--- config.mk ---
export PLATFORM = sky130hd
export DESIGN_NAME = o_buft_ds_lane_arbiter
export DESIGN_NICKNAME = d
export VERILOG_FILES = /design/src/rtl/o_buft_ds_lane_arbiter.sv
export SDC_FILE = /design/constraint.sdc
export NUM_CORES = 1
export LEC_CHECK = 0
export ABC_CLOCK_PERIOD_IN_PS = 2400
export CORE_MARGIN = 5
export CORE_UTILIZATION = 47
export CTS_BUF_LIST = sky130_fd_sc_hd__clkbuf_16
export CTS_CLUSTER_DIAMETER = 60
export CTS_CLUSTER_SIZE = 8
export DETAILED_ROUTE_END_ITERATION = 12
export GPL_TIMING_DRIVEN = 0
export PLACE_DENSITY = 0.81
export RECOVER_POWER = 100
export SYNTH_ARGS = -nofsm -noshare
export SYNTH_HDL_FRONTEND = slang
export SYNTH_SLANG_ARGS = --single-unit
--- constraint.sdc ---
create_clock -name clk -period 2.4 [get_ports clk]
set_input_delay 0.48 -clock clk [delete_from_list [all_inputs] [get_ports clk]]
set_output_delay 0.48 -clock clk [all_outputs]
set_load 0.03 [all_outputs]
--- src/rtl/o_buft_ds_lane_arbiter.sv ---
// Round-robin arbiter and LSB-first serializer for a shared O_BUFT_DS lane.
// Two requesters hand over a word plus bit count. The winner's word is shifted
// out with buf_t high. The lane is then held hi-Z for TURN_CYC cycles before
// the next grant. All outputs are registered.
module o_buft_ds_lane_arbiter #(
  parameter int unsigned MAX_BITS = 16,
  parameter int unsigned LEN_W    = 5,
  parameter int unsigned TURN_CYC = 2
) (
  input  logic                clk,
  input  logic                rst_n,
  input  logic [1:0]          req,
  input  logic [MAX_BITS-1:0] data0,
  input  logic [MAX_BITS-1:0] data1,
  input  logic [LEN_W-1:0]    len0,
  input  logic [LEN_W-1:0]    len1,
  input  logic                abort,
  output logic [1:0]          gnt,
  output logic [1:0]          done,
  output logic                aborted,
  output logic                busy,
  output logic                buf_i,
  output logic                buf_t
);

  localparam logic [LEN_W-1:0] MaxLen   = LEN_W'(MAX_BITS);
  localparam logic [3:0]       TurnLast = 4'(TURN_CYC - 1);

  typedef enum logic [1:0] {StIdle, StShift, StTurn} state_e;

  state_e              state_q, state_d;
  logic [MAX_BITS-1:0] shreg_q, shreg_d;
  logic [LEN_W-1:0]    cnt_q, cnt_d;
  logic [3:0]          tcnt_q, tcnt_d;
  logic                last_owner_q, last_owner_d;
  logic                owner_q, owner_d;
  logic [1:0]          gnt_q, gnt_d;
  logic [1:0]          done_q, done_d;
  logic                aborted_q, aborted_d;
  logic                busy_q, busy_d;
  logic                buf_i_q, buf_i_d;
  logic                buf_t_q, buf_t_d;

  logic                win;
  logic [MAX_BITS-1:0] win_data;
  logic [LEN_W-1:0]    win_len, eff_len;

  // Pick the winner (tie goes to the requester that did not own the lane last)
  // and clamp its length to 1..MAX_BITS.
  always_comb begin
    win      = (req == 2'b11) ? ~last_owner_q : req[1];
    win_data = win ? data1 : data0;
    win_len  = win ? len1 : len0;
    eff_len  = win_len;
    if (win_len == '0) begin
      eff_len = LEN_W'(1);
    end else if (win_len > MaxLen) begin
      eff_len = MaxLen;
    end
  end

  // Next-state and registered-output logic; cnt_q holds bits still to drive
  // after the one currently on buf_i.
  always_comb begin
    state_d      = state_q;
    shreg_d      = shreg_q;
    cnt_d        = cnt_q;
    tcnt_d       = tcnt_q;
    last_owner_d = last_owner_q;
    owner_d      = owner_q;
    gnt_d        = 2'b00;
    done_d       = 2'b00;
    aborted_d    = 1'b0;
    busy_d       = busy_q;
    buf_i_d      = 1'b0;
    buf_t_d      = 1'b0;
    unique case (state_q)
      StIdle: begin
        if (req != 2'b00) begin
          state_d      = StShift;
          owner_d      = win;
          last_owner_d = win;
          gnt_d        = win ? 2'b10 : 2'b01;
          buf_t_d      = 1'b1;
          buf_i_d      = win_data[0];
          shreg_d      = win_data >> 1;
          cnt_d        = eff_len - 1'b1;
          busy_d       = 1'b1;
        end
      end
      StShift: begin
        if (abort || (cnt_q == '0)) begin
          state_d   = StTurn;
          done_d    = owner_q ? 2'b10 : 2'b01;
          aborted_d = abort;
          tcnt_d    = TurnLast;
        end else begin
          buf_t_d = 1'b1;
          buf_i_d = shreg_q[0];
          shreg_d = shreg_q >> 1;
          cnt_d   = cnt_q - 1'b1;
        end
      end
      StTurn: begin
        if (tcnt_q == '0) begin
          state_d = StIdle;
          busy_d  = 1'b0;
        end else begin
          tcnt_d = tcnt_q - 1'b1;
        end
      end
      default: state_d = StIdle;
    endcase
  end

  // State register; reset releases the pads (buf_t low) without waiting for a clock.
  always_ff @(posedge clk or negedge rst_n) begin
    if (!rst_n) begin
      state_q      <= StIdle;
      shreg_q      <= '0;
      cnt_q        <= '0;
      tcnt_q       <= '0;
      last_owner_q <= 1'b1;
      owner_q      <= 1'b0;
      gnt_q        <= 2'b00;
      done_q       <= 2'b00;
      aborted_q    <= 1'b0;
      busy_q       <= 1'b0;
      buf_i_q      <= 1'b0;
      buf_t_q      <= 1'b0;
    end else begin
      state_q      <= state_d;
      shreg_q      <= shreg_d;
      cnt_q        <= cnt_d;
      tcnt_q       <= tcnt_d;
      last_owner_q <= last_owner_d;
      owner_q      <= owner_d;
      gnt_q        <= gnt_d;
      done_q       <= done_d;
      aborted_q    <= aborted_d;
      busy_q       <= busy_d;
      buf_i_q      <= buf_i_d;
      buf_t_q      <= buf_t_d;
    end
  end

  assign gnt     = gnt_q;
  assign done    = done_q;
  assign aborted = aborted_q;
  assign busy    = busy_q;
  assign buf_i   = buf_i_q;
  assign buf_t   = buf_t_q;

endmodule

==> flow_summary.ini <==
[floorplan]
initial_core_util_pct = 47.83
die_x_um = 73.57
die_area_sq_mm = 0.005413
core-area_sq_mm = 0.003971
rows = 23
die-height_um = 73.57
io_pins = 55

[sta]
worst_hold_slack_ns = 0.4866
finalSetupViolCount = 0
grt_setup_unrepaired = no
relSlewSlack_pct = -25.58
fin_setup_tns_ns = 0
final.setup_skew_ns = 0.002717
tightest_slew_ns = 1.884
final.min_clock_period_ns = 2.269
maxSlewViolCount = 37
fin_crit_sh_pct = 94.53
max_freq_mhz = 440.8
hold_viol_final = 0

[critical_path]
crit_path_start_kind = input pin
worstPathRequired_ns = 2.55
reg2reg_depth = 7
worstPathArrival_ns = 2.42
slowest_delay_ns = 0.49
crit_fanout = 7
criticalPathCategory = in2reg
slowest_stage = clkdlybuf4s50_1
crit_path_end_kind = flop
cp_cell_sequence = clkdlybuf4s50_1 -> a21boi_4 -> buf_4 -> nor3_2 -> or2_1 -> a22oi_1 -> ha_1 -> xor2_1 -> o21ai_0

[final_layout]
final_nets = 313
fin_area_sq_mm = 0.002688
layout_commonest_cell = clkdlybuf4s50_1
antenna_cells = 0
layout_common_cells = 44 x clkdlybuf4s50_1, 35 x dfrtp_1, 30 x nor2_1
multi_input_area_sq_um = 925.9
final_core_util_pct = 67.67
drive_gt1_share_pct = 8.333
synthToLayoutAreaGrowth_pct = 41.50
seq_area_sq_um = 902.1
fill_cells = 335

[global_route]
grt_max_degree = 37
grt_remaining_overflow = 0
antenna_found_initial = 0
grt_pass1_vias = 1651
track_usage_pct = 17.63
grt_pass1_wl_um = 7286

[place]
dpl_cell_area_sq_mm = 0.002497
gp_congestion = 0.8080
dp_hpwl_um = 3402
portBuffers = 54

[cts]
cts_htree_levels = 2
cts_buffers = 5
insertion_delay_ns = 0.28
root_buffer = clkbuf_16
cts_buffer_depth = 2
holdBufCountCts = 0
cts_sinks = 36
cts_tree = done
path_clk_slew_ns = 0.05

[power_and_ir_drop]
p_per_area_mw_per_mm2 = 1160
p_leak_nw = 1.188
vdd_drop_max_v = 0.0005564

[hold_path]
hp-class = reg2reg
whs_path_depth = 1

[detailed_routing]
wire_per_inst_um = 14.51
drt_iter0_markers = 55
via_count = 1674
final_antenna_net_count = 0
routed_via_density = 5.331
drc = 0
routed_wirelength_um = 4556
drt_pass1_iterations = 4

[synthesis]
synth_area_leaders = dfrtp_1 46%, mux2i_1 8.4%, nor2_1 5.9%
ys_seq_area_share_pct = 47.50
yosysTopAreaCell = dfrtp_1
synth_area_sq_mm = 0.001899
ys_seq_elements = 36
syn_inst = 199
synth_top_area_share_pct = 46.11
syn_area_per_cell_sq_um = 9.544
synth_nets = 249
ys_types = 43
yosys_warnings = 0

[flow_run]
maxCapViolCount = 1

[status]
status = complete, but fails checks
violations = capacitance limit, slew limit
[sequential cells by signal, indices dropped and copies added, names as in the netlist]
name          cells
busy              1
done              2
gnt               2
aborted           1
last_owner_q      1
tcnt_q            4
owner_q           1
state_q           2
shreg_q          15
cnt_q             5
buf_i             1
buf_t             1
[worst paths after layout]
check	slack (ns)	startpoint	endpoint
max	0.13	req[1]	cnt_q[2]$_DFFE_PN0P_
min	0.49	owner_q$_DFFE_PN0P_	done[0]$_DFF_PN0_
max reg2reg	0.40	state_q[0]$_DFFE_PN0P_	cnt_q[4]$_DFFE_PN0P_
min reg2reg	0.49	owner_q$_DFFE_PN0P_	done[0]$_DFF_PN0_
max in group asynchronous	0.60	rst_n	aborted$_DFF_PN0_
min in group asynchronous	0.71	rst_n	cnt_q[4]$_DFFE_PN0P_
[cells in the mapped netlist]
master    count
clkbuf_1      4
nand4_1       1
a21boi_2      1
a21boi_4      1
nor2b_2       1
o21ai_1       1
nand3_1       1
buf_2         4
inv_2         1
o211a_1       1
dfstp_2       1
ha_1          3
a221oi_2      2
nand2_1      19
a31o_1        1
and2_1        3
mux2_1        1
mux2i_1      16
or2_1         1
xnor2_1       2
or4b_1        1
o221a_1       1
or3b_2        1
nor4_1        2
a21o_1        2
o21ai_0      21
a21oi_1      16
xor2_1        1
nor4b_1       2
mux2_2        1
a22oi_1       2
nor3b_4       1
or3_1         1
nor3_1        4
nor3_2        1
buf_6         1
dfrtp_1      35
nand2b_1      3
inv_1         5
a31oi_1       1
a211oi_1      1
nor2_1       30
o22ai_1       1
[logic make-up after synthesis]
kind of cell	after synthesis	synth area share, %
multiplexers	18	9.618
XOR/XNOR	3	1.384
AO/OA/AOI/OAI	52	17.39
flip-flops	36	47.50
AND/OR/NAND/NOR	72	18.51
buffers and inverters	15	3.623
adder cells (fa/ha/maj)	3	1.976
[area by class of cell]
cell class,count,share of cell area [%]
buffer,9,2.142
clock buffer,5,4.655
clock inverter,3,1.443
inverter,6,0.8380
multi-input combinational,148,34.45
sequential,36,33.57
tap,50,2.328
timing repair buffer,57,20.58
[power by group]
part | switching [W] | internal, W | total (W)
registers | 0.000153 | 0.000882 | 0.00104
clock network | 0.000242 | 0.000484 | 0.000726
logic | 0.000790 | 0.000565 | 0.00136
[critical path, delay by kind of cell]
kind                     cells  cell delay (ns)
AO/OA/AOI/OAI                3             0.59
XOR/XNOR                     1             0.17
adder cells (fa/ha/maj)      1             0.26
buffers and inverters        2             0.65
AND/OR/NAND/NOR              2             0.27
[routing by layer]
| layer | vias up | GRT usage, % | part of all wire (%) |
|---|---|---|---|
| met5 | - | 0 | 0 |
| met4 | 0 | 6.036 | 1.3 |
| met3 | 7 | 5.062 | 6.5 |
| met2 | 48 | 31.89 | 53 |
| met1 | 796 | 19.55 | 40 |
| li1 | 823 | - | - |
[timing repair]
item / CTS / global route
gates resized for setup: 1 / 5
hold endpoints to repair: 0 / 0
setup endpoints to repair: 2 / 2
buffers inserted: 0 / 3
[through the flow]
step	power, W	cells	worst slack [ns]
floorplan	0.001980	199	0.3923
global placement	0.002363	303	-0.3289
detailed placement	0.002410	303	-0.3284
CTS	0.003146	311	0.03542
global route	0.003335	314	0.02411
finish	0.003116	314	0.1313
(Power assumes the default switching activity.)
